===== config.mk =====
export PLATFORM = sky130hd
export DESIGN_NAME = synchronous_fifo_ext
export DESIGN_NICKNAME = d
export VERILOG_FILES = /design/src/rtl/fifo_pkg.sv /design/src/rtl/fifo_ptr_ctrl.sv /design/src/rtl/synchronous_fifo_ext.sv
export SDC_FILE = /design/constraint.sdc
export NUM_CORES = 1
export LEC_CHECK = 0
export CORE_MARGIN = 10
export CORE_UTILIZATION = 35
export DETAILED_ROUTE_END_ITERATION = 7
export HOLD_SLACK_MARGIN = 0.05
export PLACE_DENSITY = 0.51
export SYNTH_ARGS = -nofsm -noshare
export SYNTH_HDL_FRONTEND = slang
export SYNTH_SLANG_ARGS = --single-unit

===== constraint.sdc =====
create_clock -name clk -period 5.3 [get_ports clk]
set_input_delay 1.59 -clock clk [delete_from_list [all_inputs] [get_ports clk]]
set_output_delay 1.59 -clock clk [all_outputs]
set_load 0.01 [all_outputs]

===== src/rtl/fifo_pkg.sv =====
// Shared constants and helpers for the extended synchronous FIFO.
package fifo_pkg;
    localparam int FWFT_OFF = 0;
    localparam int FWFT_ON  = 1;

    // Pointer width: index bits plus one wrap bit.
    function automatic int ptr_width(input int depth);
        return $clog2(depth) + 1;
    endfunction
endpackage


===== src/rtl/fifo_ptr_ctrl.sv =====
// Pointer, occupancy, threshold and sticky error bookkeeping for the FIFO.
module fifo_ptr_ctrl
    import fifo_pkg::*;
#(
    parameter int DEPTH    = 16,
    parameter int AF_LEVEL = 12,
    parameter int AE_LEVEL = 4,
    parameter int PW       = ptr_width(DEPTH)
) (
    input  logic          clk,
    input  logic          rst,
    input  logic          wr_en,
    input  logic          rd_en,
    input  logic          clr_err,
    output logic          wr_ok,
    output logic          rd_ok,
    output logic [PW-2:0] wr_addr,
    output logic [PW-2:0] rd_addr,
    output logic          full,
    output logic          empty,
    output logic          almost_full,
    output logic          almost_empty,
    output logic [PW-1:0] count,
    output logic          overflow,
    output logic          underflow
);
    localparam int AW = PW - 1;

    logic [PW-1:0] wr_ptr_r, rd_ptr_r;
    logic [PW-1:0] wr_ptr_nxt_s, rd_ptr_nxt_s, cnt_nxt_s;
    logic          full_s, empty_s, wr_ok_s, rd_ok_s;
    logic          af_r, ae_r, ovf_r, unf_r;

    // Accept decisions and next-state pointers from the pre-edge pointers.
    always_comb begin
        empty_s = (wr_ptr_r == rd_ptr_r);
        full_s  = (wr_ptr_r[AW] != rd_ptr_r[AW]) &&
                  (wr_ptr_r[AW-1:0] == rd_ptr_r[AW-1:0]);
        rd_ok_s = rd_en & ~empty_s;
        // A full FIFO still takes a write when the same edge frees a slot.
        wr_ok_s = wr_en & (~full_s | rd_ok_s);
        if (wr_ok_s) begin
            wr_ptr_nxt_s = wr_ptr_r + PW'(1);
        end else begin
            wr_ptr_nxt_s = wr_ptr_r;
        end
        if (rd_ok_s) begin
            rd_ptr_nxt_s = rd_ptr_r + PW'(1);
        end else begin
            rd_ptr_nxt_s = rd_ptr_r;
        end
        cnt_nxt_s = wr_ptr_nxt_s - rd_ptr_nxt_s;
    end

    // Pointer advance, registered threshold flags and sticky errors.
    always_ff @(posedge clk) begin
        if (rst) begin
            wr_ptr_r <= '0;
            rd_ptr_r <= '0;
            af_r     <= 1'b0;
            ae_r     <= 1'b1;
            ovf_r    <= 1'b0;
            unf_r    <= 1'b0;
        end else begin
            wr_ptr_r <= wr_ptr_nxt_s;
            rd_ptr_r <= rd_ptr_nxt_s;
            af_r     <= (cnt_nxt_s >= PW'(AF_LEVEL));
            ae_r     <= (cnt_nxt_s <= PW'(AE_LEVEL));
            ovf_r    <= (wr_en & ~wr_ok_s) | (ovf_r & ~clr_err);
            unf_r    <= (rd_en & ~rd_ok_s) | (unf_r & ~clr_err);
        end
    end

    assign wr_ok        = wr_ok_s;
    assign rd_ok        = rd_ok_s;
    assign wr_addr      = wr_ptr_r[AW-1:0];
    assign rd_addr      = rd_ptr_r[AW-1:0];
    assign full         = full_s;
    assign empty        = empty_s;
    assign almost_full  = af_r;
    assign almost_empty = ae_r;
    assign count        = wr_ptr_r - rd_ptr_r;
    assign overflow     = ovf_r;
    assign underflow    = unf_r;
endmodule


===== src/rtl/synchronous_fifo_ext.sv =====
// Synchronous FIFO with thresholds, occupancy, sticky errors and a
// selectable registered or first-word-fall-through read port.
module synchronous_fifo_ext
    import fifo_pkg::*;
#(
    parameter int DATA_WIDTH = 8,
    parameter int DEPTH      = 16,
    parameter int AF_LEVEL   = 12,
    parameter int AE_LEVEL   = 4,
    parameter int FWFT       = FWFT_OFF,
    parameter int ADDR_W     = $clog2(DEPTH)
) (
    input  logic                  clk,
    input  logic                  rst,
    input  logic                  wr_en,
    input  logic [DATA_WIDTH-1:0] din,
    input  logic                  rd_en,
    output logic [DATA_WIDTH-1:0] dout,
    output logic                  dout_valid,
    output logic                  full,
    output logic                  empty,
    output logic                  almost_full,
    output logic                  almost_empty,
    output logic [ADDR_W:0]       count,
    output logic                  overflow,
    output logic                  underflow,
    input  logic                  clr_err
);
    logic [DATA_WIDTH-1:0] mem_r [DEPTH];
    logic                  wr_ok_s, rd_ok_s;
    logic [ADDR_W-1:0]     wr_addr_s, rd_addr_s;

    fifo_ptr_ctrl #(
        .DEPTH    (DEPTH),
        .AF_LEVEL (AF_LEVEL),
        .AE_LEVEL (AE_LEVEL),
        .PW       (ADDR_W + 1)
    ) u_ptr_ctrl (
        .clk          (clk),
        .rst          (rst),
        .wr_en        (wr_en),
        .rd_en        (rd_en),
        .clr_err      (clr_err),
        .wr_ok        (wr_ok_s),
        .rd_ok        (rd_ok_s),
        .wr_addr      (wr_addr_s),
        .rd_addr      (rd_addr_s),
        .full         (full),
        .empty        (empty),
        .almost_full  (almost_full),
        .almost_empty (almost_empty),
        .count        (count),
        .overflow     (overflow),
        .underflow    (underflow)
    );

    // Storage write; contents survive reset since pointers define validity.
    always_ff @(posedge clk) begin
        if (!rst && wr_ok_s) begin
            mem_r[wr_addr_s] <= din;
        end
    end

    if (FWFT == FWFT_ON) begin : g_fwft
        assign dout       = mem_r[rd_addr_s];
        assign dout_valid = ~empty;
    end else begin : g_std
        logic [DATA_WIDTH-1:0] dout_r;
        logic                  dout_valid_r;

        // Registered read: data lands one cycle after an accepted read.
        always_ff @(posedge clk) begin
            if (rst) begin
                dout_r       <= '0;
                dout_valid_r <= 1'b0;
            end else begin
                dout_valid_r <= rd_ok_s;
                if (rd_ok_s) begin
                    dout_r <= mem_r[rd_addr_s];
                end
            end
        end

        assign dout       = dout_r;
        assign dout_valid = dout_valid_r;
    end
endmodule


==> impl_metrics.toml <==
[global_route]
grt_pass1_vias = 3359
antenna_found_initial = 0
track_usage_pct = 12.0
grt-ovfl-total = 0
grt_max_degree = 36
grt_pass1_wl_um = 21100

[timing]
grt_setup_unrepaired = "no"
setup_viol = 0
tightest_slew_ns = 1.06
max_freq_ghz = 0.232
post-route-period-util_pct = 81.3
skew_ns = 0.00845
whs_ns = 0.477
slew_headroom_pct = 28.5
period_needed_ns = 4.31
fin_setup_tns_ns = 0
hold_viol_final = 0
drv_slew = 0

[floorplanning]
die_area_mm2 = 0.0233
fp.coreArea_mm2 = 0.0173
ioPinCount = 33
die_w_um = 153
die_h_um = 153
fp-row-count = 48
start_util_pct = 35.6

[logic_synthesis]
yosys_warnings = 0
synth.distinct_cells = 33
yosysTopAreaCellShare_pct = 62.4
ys_async_sr_fraction_pct = 0
synthesis.nets = 390
ys_seq_area_share_pct = 69.9
synth_top_area_cell = "edfxtp_1"
synth_seq_cells = 151
synthFlopType = "edfxtp_1"
ys_top_cells_by_area = "edfxtp_1, mux4_2, dfxtp_1"
syn_inst = 362
avgSynthCellArea_um2 = 17.0
synth_edf_count = 128
synth_area_mm2 = 0.00616

[routing]
drt-initial-drc-count = 253
drt-pass1-iter-count = 5
vias = 3265
detail-route-antenna-nets = 0
wl_um = 13700
drcViolationCount = 0
routedWlPerCell_um = 21.0
vias_per_cell = 5.02

[final_layout]
syn_to_final_growth_pct = 20.1
seq_area_mm2 = 0.00431
num-nets-final = 440
fillers = 1540
multi_input_area_mm2 = 0.00175
fin_area_mm2 = 0.00740
diodes = 0
drive_gt1_share_pct = 18.4

[worst_setup_path]
cp.arrival_ns = 2.72
critPathMaxFanout = 13
startpoint_type = "flip-flop"
path_cells = "inv_1 > ha_1 > nand4_1 > nor2_1 > clkdlybuf4s50_1"
critPathKind = "reg2out"
crit_slowest_cell = "dfxtp_1"
cp-end-kind = "output port"
cp.required_ns = 3.71
cpPeakStageDelay_ns = 0.77

[clock_tree]
cts_buffers = 17
clk_latency_ns = 0.42
post_cts_resized = 0
post_cts_buffers = 0
cts-root-buf = "clkbuf_16"
cts_hold_buf = 0
cts_sinks = 151
path_clk_slew_ns = 0.06
cts_buffer_depth = 2
cts_tree = "done"
h-tree-depth = 4

[run]
maxCapViolCount = 0

[power]
power.density_mw_per_mm2 = 404
ir_drop_uv = 233
p_leak_nw = 2.43

[placed_design]
dp_hpwl_um = 8710
placed_cell_area_mm2 = 0.00682
gp_congestion = 0.749
port_buffers = 32

[outcome]
status = "completed"

[worst_hold_path]
hp-class = "reg2reg"
## cell usage after synthesis (8+ instances only)
| library cell | number |
|---|---|
| xnor2_1 | 12 |
| a22oi_1 | 16 |
| edfxtp_1 | 128 |
| mux4_2 | 32 |
| dfxtp_1 | 23 |
| nand2_1 | 8 |
| a21oi_1 | 25 |
| nor2_1 | 32 |
| inv_1 | 11 |
| ha_1 | 13 |
| clkbuf_1 | 9 |
## per-stage QoR
| step | util (%) | power, mW | setup slack [ns] | cells |
|---|---|---|---|---|
| 6_report | 42.8 | 2.99 | 0.992 | 650 |
| 5_1_grt | 42.8 | 3.12 | 0.731 | 650 |
| 4_1_cts | 42.8 | 3.03 | 0.938 | 650 |
| 3_5_place_dp | 39.4 | 1.84 | 0.735 | 618 |
| 3_3_place_gp | 39.4 | 1.84 | 0.809 | 618 |
| 2_1_floorplan | - | 1.67 | 1.41 | 362 |
## layout make-up
cell class,count,area share [%]
clock buffers,23,6.06
clock inverters,9,1.71
inverters,11,0.558
multi-input cells,183,23.7
flip-flops and latches,151,58.2
well taps,225,3.81
repair buffers,48,5.95
## final timing paths
kind                                        end                               from  slack, ns  cells after the start
max                                       empty  u_ptr_ctrl.rd_ptr_r[1]$_SDFF_PP0_       0.99                      5
min              u_ptr_ctrl.overflow$_SDFF_PP0_     u_ptr_ctrl.overflow$_SDFF_PP0_       0.48                      2
max reg2reg  u_ptr_ctrl.almost_empty$_SDFF_PP1_  u_ptr_ctrl.rd_ptr_r[1]$_SDFF_PP0_       1.39                     12
min reg2reg      u_ptr_ctrl.overflow$_SDFF_PP0_     u_ptr_ctrl.overflow$_SDFF_PP0_       0.48                      2
## logic make-up after synthesis
| group | count (synthesis) | synth area share, % |
|---|---|---|
| AND/OR/NAND/NOR | 68 | 5.26 |
| AO/OA/AOI/OAI | 50 | 5.22 |
| flip-flops | 151 | 69.9 |
| multiplexers | 33 | 11.9 |
| buffers and inverters | 28 | 1.81 |
| XOR/XNOR | 17 | 2.64 |
| adder cells (fa/ha/maj) | 15 | 3.29 |
## cells in the final DEF (no fill, tap or decap), types with 4 or more instances in the layout
cell             count
clkbuf_1             6
xnor2_1             12
a21oi_1             25
nor3_1               6
mux4_2              32
nand2_1              8
clkdlybuf4s50_1     32
dfxtp_1             22
nand2b_1             6
nor2_1              32
inv_1               11
buf_4               16
xor2_1               4
edfxtp_1           128
nor2b_1              6
a22oi_1             16
clkbuf_16           17
ha_1                13
## power breakdown
group / internal (mW) / switching, mW
sequential: 1.32 / 0.0189
combinational: 0.237 / 0.231
clock: 0.738 / 0.445
total: 2.29 / 0.695
## worst max-delay path: cells and delay by family (launching register included)
kind                       cells  cell delay (ns)
DFF                            1             0.77
buffers and inverters          2             0.68
and+or+nand+nor                2             0.52
adders and majority gates      1             0.33
## metal layers
metal	up-vias	part of all wire [%]	track usage, %
li1	1512	-	-
met3	8	4.7	3.10
met2	73	48	18.2
met5	-	0	0
met4	0	0.72	4.22
met1	1672	47	16.2
## state kept, by name, indices dropped and copies added (netlist names)
register                 count
u_ptr_ctrl.almost_empty      1
u_ptr_ctrl.overflow          1
dout_valid                   1
mem_r                      128
u_ptr_ctrl.underflow         1
u_ptr_ctrl.wr_ptr_r          5
dout                         8
u_ptr_ctrl.rd_ptr_r          5
u_ptr_ctrl.almost_full       1
Power figures use the tool's default switching activity.
